--- src/rtl/vmem_pkg.sv ---
// Shared definitions for the video memory slot scheduler.
//   - phase_e    : 4-phase memory cycle encoding
//   - src_e      : address source ids (source 0 is display scanout)
//   - SLOT_*     : slot-word bit positions and the idle (nop) word
//   - make_slot_word : builds the slot word for a one-hot grant
package vmem_pkg;

  typedef enum logic [1:0] {
    PHASE_ADDR_SETUP  = 2'd0,
    PHASE_DIR_CHANGE  = 2'd1,
    PHASE_DATA_SETUP  = 2'd2,
    PHASE_DATA_SAMPLE = 2'd3
  } phase_e;

  typedef enum logic [1:0] {
    SRC_DISPLAY = 2'd0,
    SRC_1       = 2'd1,
    SRC_2       = 2'd2,
    SRC_3       = 2'd3
  } src_e;

  localparam int unsigned SLOT_RW      = 0;
  localparam int unsigned SLOT_TGT     = 1;
  localparam int unsigned SLOT_SRC_LSB = 2;
  localparam int unsigned SLOT_NOP     = 7;

  localparam logic [7:0] SLOT_NOP_WORD = 8'h80;

  // Empty grant yields the nop word; otherwise encode source, direction and target.
  function automatic logic [7:0] make_slot_word(logic [3:0] gnt, logic [3:0] wr);
    logic [7:0] w;
    logic [1:0] s;
    w = SLOT_NOP_WORD;
    s = 2'd0;
    for (int i = 0; i < 4; i++) begin
      if (gnt[i]) s = 2'(i);
    end
    if (|gnt) begin
      w                      = 8'h00;
      w[SLOT_RW]             = wr[s];
      w[SLOT_TGT]            = (s != SRC_DISPLAY);
      w[SLOT_SRC_LSB +: 2]   = s;
      w[SLOT_NOP]            = 1'b0;
    end
    return w;
  endfunction

endpackage

--- src/rtl/vmem_slot_sched_if.sv ---
// Bus between the slot scheduler and its requesters / configuration master.
//   master : drives Req, ReqWrite, CfgRsvdMask, CfgLoad; observes grant and slot outputs
//   slave  : the scheduler
// With VMEM_SCHED_STATS_EN defined, StatSel/StatClr/StatData are added.
interface vmem_slot_sched_if #(
  parameter int unsigned TSSIZE = 8
);
  localparam int unsigned SlotW = $clog2(TSSIZE);

  logic [3:0]        Req;
  logic [3:0]        ReqWrite;
  logic [3:0]        Gnt;
  logic [TSSIZE-1:0] CfgRsvdMask;
  logic              CfgLoad;
  logic [1:0]        Phase;
  logic [SlotW-1:0]  SlotIndex;
  logic [7:0]        SlotWord;
  logic              FrameStart;

`ifdef VMEM_SCHED_STATS_EN
  logic [1:0]        StatSel;
  logic              StatClr;
  logic [15:0]       StatData;

  modport master (
    output Req, ReqWrite, CfgRsvdMask, CfgLoad, StatSel, StatClr,
    input  Gnt, Phase, SlotIndex, SlotWord, FrameStart, StatData
  );
  modport slave (
    input  Req, ReqWrite, CfgRsvdMask, CfgLoad, StatSel, StatClr,
    output Gnt, Phase, SlotIndex, SlotWord, FrameStart, StatData
  );
`else
  modport master (
    output Req, ReqWrite, CfgRsvdMask, CfgLoad,
    input  Gnt, Phase, SlotIndex, SlotWord, FrameStart
  );
  modport slave (
    input  Req, ReqWrite, CfgRsvdMask, CfgLoad,
    output Gnt, Phase, SlotIndex, SlotWord, FrameStart
  );
`endif

endinterface

--- src/rtl/rr_arb4.sv ---
// 4-way round-robin picker.
//   clk_i, rst_i : clock, asynchronous active-high reset
//   req_i        : raw requests
//   mask_i       : sources allowed to compete this decision
//   upd_en_i     : move the pointer to the winner (only if something wins)
//   gnt_o        : one-hot winner (combinational), search starts at pointer+1
module rr_arb4 (
  input  logic       clk_i,
  input  logic       rst_i,
  input  logic [3:0] req_i,
  input  logic [3:0] mask_i,
  input  logic       upd_en_i,
  output logic [3:0] gnt_o
);

  logic [1:0] ptr_d, ptr_q;
  logic [3:0] elig;
  logic [1:0] idx;
  logic [1:0] win;
  logic       found;

  assign elig = req_i & mask_i;

  always_comb begin
    gnt_o = 4'b0000;
    found = 1'b0;
    win   = ptr_q;
    idx   = ptr_q;
    for (int k = 1; k <= 4; k++) begin
      idx = ptr_q + 2'(k);
      if (!found && elig[idx]) begin
        gnt_o[idx] = 1'b1;
        win        = idx;
        found      = 1'b1;
      end
    end
    ptr_d = (upd_en_i && found) ? win : ptr_q;
  end

  // Pointer resets to 3 so the first search starts at source 0.
  always_ff @(posedge clk_i or posedge rst_i) begin
    if (rst_i) begin
      ptr_q <= 2'd3;
    end else begin
      ptr_q <= ptr_d;
    end
  end

endmodule

--- src/rtl/vmem_slot_sched.sv ---
// Dynamic time-slot scheduler for the video memory phase engine.
// One slot word per 4-phase memory cycle; reserved slots go to source 0 when it
// requests, everything else is round-robin among the four sources.
//   MemClk, Reset : clock, asynchronous active-high reset
//   bus (slave)   : Req/ReqWrite in, Gnt out, CfgRsvdMask/CfgLoad in,
//                   Phase/SlotIndex/SlotWord/FrameStart out
// Optional: define VMEM_SCHED_STATS_EN for per-source saturating grant counters,
// a frame counter and the StatSel/StatClr/StatData read port.
module vmem_slot_sched
  import vmem_pkg::*;
#(
  parameter int unsigned       TSSIZE         = 8,
  parameter logic [TSSIZE-1:0] RSVD_MASK_INIT = 8'b00100101
) (
  input logic              MemClk,
  input logic              Reset,
  vmem_slot_sched_if.slave bus
);

  localparam int unsigned SlotW = $clog2(TSSIZE);

  phase_e            phase_d, phase_q;
  logic [SlotW-1:0]  slot_d, slot_q;
  logic [7:0]        word_d, word_q;
  logic [3:0]        gnt_d, gnt_q;
  logic [TSSIZE-1:0] act_mask_d, act_mask_q;
  logic [TSSIZE-1:0] pend_mask_d, pend_mask_q;
  logic              pend_vld_d, pend_vld_q;

  logic              decide;
  logic [SlotW-1:0]  slot_nxt;
  logic              frame_wrap;
  logic [TSSIZE-1:0] eff_mask;
  logic              rsvd;
  logic              rsvd_hit;
  logic [3:0]        arb_mask;
  logic [3:0]        arb_gnt;
  logic [3:0]        sel_gnt;

  assign decide     = (phase_q == PHASE_DATA_SAMPLE);
  assign slot_nxt   = slot_q + 1'b1;
  assign frame_wrap = (slot_nxt == '0);
  // The decision that produces slot 0 already sees the pending mask.
  assign eff_mask   = (frame_wrap && pend_vld_q) ? pend_mask_q : act_mask_q;
  assign rsvd       = eff_mask[slot_nxt];
  assign rsvd_hit   = rsvd & bus.Req[SRC_DISPLAY];
  // In a reserved slot without a display request, source 0 is excluded.
  assign arb_mask   = rsvd ? 4'b1110 : 4'b1111;
  assign sel_gnt    = rsvd_hit ? 4'b0001 : arb_gnt;

  rr_arb4 u_arb (
    .clk_i    (MemClk),
    .rst_i    (Reset),
    .req_i    (bus.Req),
    .mask_i   (arb_mask),
    .upd_en_i (decide & ~rsvd_hit),
    .gnt_o    (arb_gnt)
  );

  always_comb begin
    phase_d     = phase_e'(phase_q + 2'd1);
    slot_d      = slot_q;
    word_d      = word_q;
    gnt_d       = 4'b0000;
    act_mask_d  = act_mask_q;
    pend_mask_d = pend_mask_q;
    pend_vld_d  = pend_vld_q;
    if (decide) begin
      slot_d = slot_nxt;
      word_d = make_slot_word(sel_gnt, bus.ReqWrite);
      gnt_d  = sel_gnt;
      if (frame_wrap) begin
        act_mask_d = eff_mask;
        pend_vld_d = 1'b0;
      end
    end
    // Applied after the boundary swap so a load on that edge waits a frame.
    if (bus.CfgLoad) begin
      pend_mask_d = bus.CfgRsvdMask;
      pend_vld_d  = 1'b1;
    end
  end

  always_ff @(posedge MemClk or posedge Reset) begin
    if (Reset) begin
      phase_q     <= PHASE_ADDR_SETUP;
      slot_q      <= '0;
      word_q      <= SLOT_NOP_WORD;
      gnt_q       <= 4'b0000;
      act_mask_q  <= RSVD_MASK_INIT;
      pend_mask_q <= '0;
      pend_vld_q  <= 1'b0;
    end else begin
      phase_q     <= phase_d;
      slot_q      <= slot_d;
      word_q      <= word_d;
      gnt_q       <= gnt_d;
      act_mask_q  <= act_mask_d;
      pend_mask_q <= pend_mask_d;
      pend_vld_q  <= pend_vld_d;
    end
  end

  assign bus.Phase      = phase_q;
  assign bus.SlotIndex  = slot_q;
  assign bus.SlotWord   = word_q;
  assign bus.Gnt        = gnt_q;
  assign bus.FrameStart = (phase_q == PHASE_ADDR_SETUP) && (slot_q == '0);

`ifdef VMEM_SCHED_STATS_EN
  logic [3:0][15:0] gcnt_d, gcnt_q;
  logic [15:0]      frame_cnt_d, frame_cnt_q;
  logic [15:0]      stat_data_d, stat_data_q;

  always_comb begin
    gcnt_d      = gcnt_q;
    frame_cnt_d = frame_cnt_q;
    stat_data_d = gcnt_q[bus.StatSel];
    if (bus.StatClr) begin
      gcnt_d      = '0;
      frame_cnt_d = '0;
    end else if (decide) begin
      for (int i = 0; i < 4; i++) begin
        if (sel_gnt[i] && (gcnt_q[i] != 16'hFFFF)) gcnt_d[i] = gcnt_q[i] + 16'd1;
      end
      if (frame_wrap && (frame_cnt_q != 16'hFFFF)) frame_cnt_d = frame_cnt_q + 16'd1;
    end
  end

  always_ff @(posedge MemClk or posedge Reset) begin
    if (Reset) begin
      gcnt_q      <= '0;
      frame_cnt_q <= '0;
      stat_data_q <= '0;
    end else begin
      gcnt_q      <= gcnt_d;
      frame_cnt_q <= frame_cnt_d;
      stat_data_q <= stat_data_d;
    end
  end

  assign bus.StatData = stat_data_q;
`endif

endmodule

--- src/flat_wrapper.sv ---
// flat-port wrapper written by rule: the top's interface ports become plain ports
module vmem_slot_sched_flat import vmem_pkg::*;
#(
  parameter int unsigned       TSSIZE         = 8,
  parameter logic [TSSIZE-1:0] RSVD_MASK_INIT = 8'b00100101
)
  (MemClk, Reset, bus_Req, bus_ReqWrite, bus_CfgRsvdMask, bus_CfgLoad, bus_Gnt, bus_Phase, bus_SlotIndex, bus_SlotWord, bus_FrameStart);
  vmem_slot_sched_if #(.TSSIZE(TSSIZE)) bus_i ();
  input logic MemClk;
  input logic Reset;
  input wire logic [$bits(bus_i.Req)-1:0] bus_Req;
  input wire logic [$bits(bus_i.ReqWrite)-1:0] bus_ReqWrite;
  input wire logic [$bits(bus_i.CfgRsvdMask)-1:0] bus_CfgRsvdMask;
  input wire logic [$bits(bus_i.CfgLoad)-1:0] bus_CfgLoad;
  output wire logic [$bits(bus_i.Gnt)-1:0] bus_Gnt;
  output wire logic [$bits(bus_i.Phase)-1:0] bus_Phase;
  output wire logic [$bits(bus_i.SlotIndex)-1:0] bus_SlotIndex;
  output wire logic [$bits(bus_i.SlotWord)-1:0] bus_SlotWord;
  output wire logic [$bits(bus_i.FrameStart)-1:0] bus_FrameStart;
  assign bus_i.Req = bus_Req;
  assign bus_i.ReqWrite = bus_ReqWrite;
  assign bus_i.CfgRsvdMask = bus_CfgRsvdMask;
  assign bus_i.CfgLoad = bus_CfgLoad;
  assign bus_Gnt = bus_i.Gnt;
  assign bus_Phase = bus_i.Phase;
  assign bus_SlotIndex = bus_i.SlotIndex;
  assign bus_SlotWord = bus_i.SlotWord;
  assign bus_FrameStart = bus_i.FrameStart;
  vmem_slot_sched #(.TSSIZE(TSSIZE), .RSVD_MASK_INIT(RSVD_MASK_INIT)) u_core (.MemClk(MemClk), .Reset(Reset), .bus(bus_i));
endmodule
--- config.mk ---
export PLATFORM = sky130hd
export DESIGN_NAME = vmem_slot_sched_flat
export DESIGN_NICKNAME = d
export VERILOG_FILES = /design/src/rtl/vmem_pkg.sv /design/src/rtl/vmem_slot_sched_if.sv /design/src/rtl/rr_arb4.sv /design/src/rtl/vmem_slot_sched.sv /design/src/flat_wrapper.sv
export SDC_FILE = /design/constraint.sdc
export NUM_CORES = 1
export LEC_CHECK = 0
export CAP_MARGIN = 20
export CORE_ASPECT_RATIO = 0.7
export CORE_MARGIN = 10
export CORE_UTILIZATION = 48
export DETAILED_ROUTE_END_ITERATION = 12
export PLACE_DENSITY = 0.76
export SYNTH_ARGS = -nofsm -noshare
export SYNTH_HDL_FRONTEND = slang
export SYNTH_HIERARCHICAL = 1
export SYNTH_SLANG_ARGS = --single-unit
--- constraint.sdc ---
create_clock -name MemClk -period 3.2 [get_ports MemClk]
set_clock_uncertainty 0.15 [all_clocks]
set_input_delay 0.64 -clock MemClk [delete_from_list [all_inputs] [get_ports MemClk]]
set_output_delay 0.64 -clock MemClk [all_outputs]
set_load 0.02 [all_outputs]
==> out/qor.txt <==
syn avg cell area - 10.7 um^2
average vias per placed instance - 5.36
drt pass-1 iters - 4
Final period util - 104%
Worst Hold Class - reg -> reg
final setup margin - -0.141 ns
Die H - 76.1 um
# fillers - 346
Critical Path Sink Type - flip-flop
hold path start - u_core/bus.SlotWord[7]
# IOs - 37
Most used DFF post-synth - dfrtp_1
Slew @ Worst Pin - 0.461 ns
DRC - 0
antenna violations before repair - 0
asr flop ratio synth - 100%
combined area of the multi-input logic cells - 1380 um^2
GRT Util Overall - 14.2%
Core Area - 4350 um^2
Seq cells post-synth - 33
critical path required time - 3.22 ns
Crit path max-delay family - simple AND/OR/NAND/NOR gates
vias in the first global route - 1,803
static leakage - 1.37 nW
Achievable Freq - 299 MHz
CP cell instances - inv_4 -> ha_4 -> mux4_2 -> o22ai_2 -> or2_4 -> and2_4 -> mux4_2 -> nand3_2 -> nand4_1 -> buf_4 -> nor3_4 -> nand2_1 -> o211a_1 -> o21ai_1 -> o221ai_1
Routability Congestion - 0.990
violated checks - negative setup slack
antenna cell count - 0
Slowest cell on crit path - mux4_2
Worst-Skew Late Latency - 0.29 ns
CTS root buf - clkbuf_8
CP Max Fanout - 6
outcome - complete, but fails checks
Max-slew headroom - 68.4%
final number of hold-violating endpoints - 0
Period minus WS final - 3.34 ns
clk slew on worst S/H paths - 0.07 ns
Reg2Reg Depth - 15
clock buffer depth - 2
Peak VDD IR - 0.357 mV
Vias - 1,839
Die W - 100 um
Bufs and invs on worst path - 2
WS Path Type - reg -> reg
Num CTS Buffers - 5
post-synthesis cell type count - 52
first-pass GRT wire length - 8960 um
num rows - 20
setup violators final - 2
Arrival @ worst endpoint - 3.36 ns
fin util - 70.3%
CTS sink count - 33
CTS H-tree depth - 2
RR Endpoint - u_core/bus.SlotWord[0]
dpl hpwl - 4060 um
Hold EP - u_core/bus.SlotWord[7]
Post-Route Hold Slack - 0.334 ns
area grow syn2layout - 41.7%
layout cells sized above 1 - 36.8%
IO Port Bufs - 33
Initial Util - 49.6%
fin. max-slew vios - 0
Pwr Density - 611 nW/um^2
Synth Warn # - 6
reg2reg start - u_core/bus.SlotIndex[0]
largest net degree at the start of global routing - 32
Setup crit start kind - flip-flop
final wirelength - 5340 um
unrepaired setup endpoints after global routing - true
die area - 7620 um^2
Initial DRC Count - 134
Routed wire per std cell - 15.6 um
antenna viol nets, final - 0
FF+latch area - 836 um^2
worst slack, placed - -0.206 ns
Max stage delay on crit path - 0.55 ns
R2R Setup Slk - -0.14 ns
Post-synth EDFFs - 0
CTS tree - yes
Post-Syn Area - 2160 um^2
sequential area share after synthesis - 38.6%
Final nets - 319
hold depth - 2
cell repeated most along the worst path - mux4_2
grt ovf - 0
max cap viols - 0
Post-Syn Instances - 201
## synthesized netlist by cell type (5+ instances only)
library cell	count	area share, %
dfrtp_1	27	31
inv_1	15	2.6
mux2_2	15	7.8
nand2_1	15	2.6
ha_1	13	7.5
and3_1	6	1.7
dfstp_2	6	7.3
nand3_1	6	1.4
nand4_1	6	1.7
o22ai_1	6	1.7
a22oi_1	5	1.7
and2_1	5	1.4
mux4_2	5	5.2
o211ai_1	5	1.7
## logic make-up (layout without fill, tap and decap cells)
logic type                 after synthesis  count (layout)  synth area share (%)
and+or+nand+nor                         58              58                  15.1
AOI/OAI and AO/OA                       43              43                  15.5
DFF                                     33              33                  38.6
buffers and inverters                   25              97                  5.21
muxes                                   24              24                  15.6
adders and majority gates               13              13                  7.53
xor gates and xnor gates                 3               3                  2.09
other                                    2              17                 0.348
## layout by cell type (no fill, tap or decap), types with 6 or more instances in the layout
cell and n:
ha_1 10, mux4_2 6, inv_1 14, conb_1 17, dfrtp_1 25, nand2_1 13
dfstp_2 6, nand4_1 6, clkdlybuf4s50_1 33, and3_1 6, buf_4 38, mux2_2 15
## per-layer routing
metal | wire (um) | global-route usage [%] | part of all wire (%) | vias to the layer above
li1 | - | - | - | 893
met3 | 381 | 3.62 | 7.1 | 10
met5 | 0 | 0 | 0 | -
met1 | 2530 | 20.0 | 47 | 870
met4 | 113 | 6.20 | 2.1 | 0
met2 | 2310 | 19.7 | 43 | 66
## worst register-to-register path: stages, from the launching register on
cell and delay [ns]:
dfrtp_2 0.47, inv_4 0.11, ha_4 0.21, mux4_2 0.23, o22ai_2 0.08, or2_4 0.29, and2_4 0.16, mux4_2 0.55
nand3_2 0.11, nand4_1 0.14, buf_4 0.18, nor3_4 0.16, nand2_1 0.10, o211a_1 0.11, o21ai_1 0.07, o221ai_1 0.11
## worst max path at each step
stage                     slack, ns  cells after the start                      to                    start
after floorplan               -0.09                     14  u_core/bus.SlotWord[0]  u_core/bus.SlotIndex[0]
after global placement        -0.13                     14  u_core/bus.SlotWord[0]  u_core/bus.SlotIndex[0]
after detailed placement      -0.21                     14  u_core/bus.SlotWord[0]  u_core/bus.SlotIndex[0]
after CTS                     -0.12                     15  u_core/bus.SlotWord[0]  u_core/bus.SlotIndex[0]
after global routing          -0.31                     14  u_core/bus.SlotWord[0]  u_core/bus.SlotIndex[0]
final                         -0.14                     15  u_core/bus.SlotWord[0]  u_core/bus.SlotIndex[0]
## state kept, by name, summed over array words and instances, names as in the netlist
name and count:
u_core/act_mask_q 8, u_core/bus.Gnt 4, u_core/bus.Phase 2, u_core/bus.SlotIndex 3
u_core/bus.SlotWord 5, u_core/pend_mask_q 8, u_core/pend_vld_q 1, u_core/u_arb/ptr_q 2
## metrics by stage
step	cell area [um^2]	setup TNS [ns]	total power, W	cells
after global routing	3060	-0.748	0.00199	343
after global placement	2810	-0.135	0.00142	324
after detailed placement	2810	-0.259	0.00143	324
after CTS	3020	-0.138	0.00185	342
after floorplan	2250	-0.0924	0.00108	216
final	3060	-0.174	0.00187	343
## power breakdown
part	total (W)	internal (W)	switching (W)
logic	0.00104	0.000528	0.000515
registers	0.000521	0.000491	0.0000308
clock network	0.000304	0.000151	0.000154
## final cells by class
cell class,count,share of cell area [%]
repair buffers,72,20.5
flip-flops and latches,33,27.3
multi-input cells,158,45.1
clock buffers,6,2.37
well taps,55,2.25
clock inverters,2,0.327
inverters,17,2.17
## timing repair
| action | in CTS | in global routing |
|---|---|---|
| setup endpoints to repair | 2 | 6 |
| hold buffers | 0 | 0 |
| pin swaps | 11 | 11 |
| buffers inserted | 10 | 2 |
| gates resized for setup | 15 | 7 |
No activity file was read; power rests on OpenSTA's default activity.
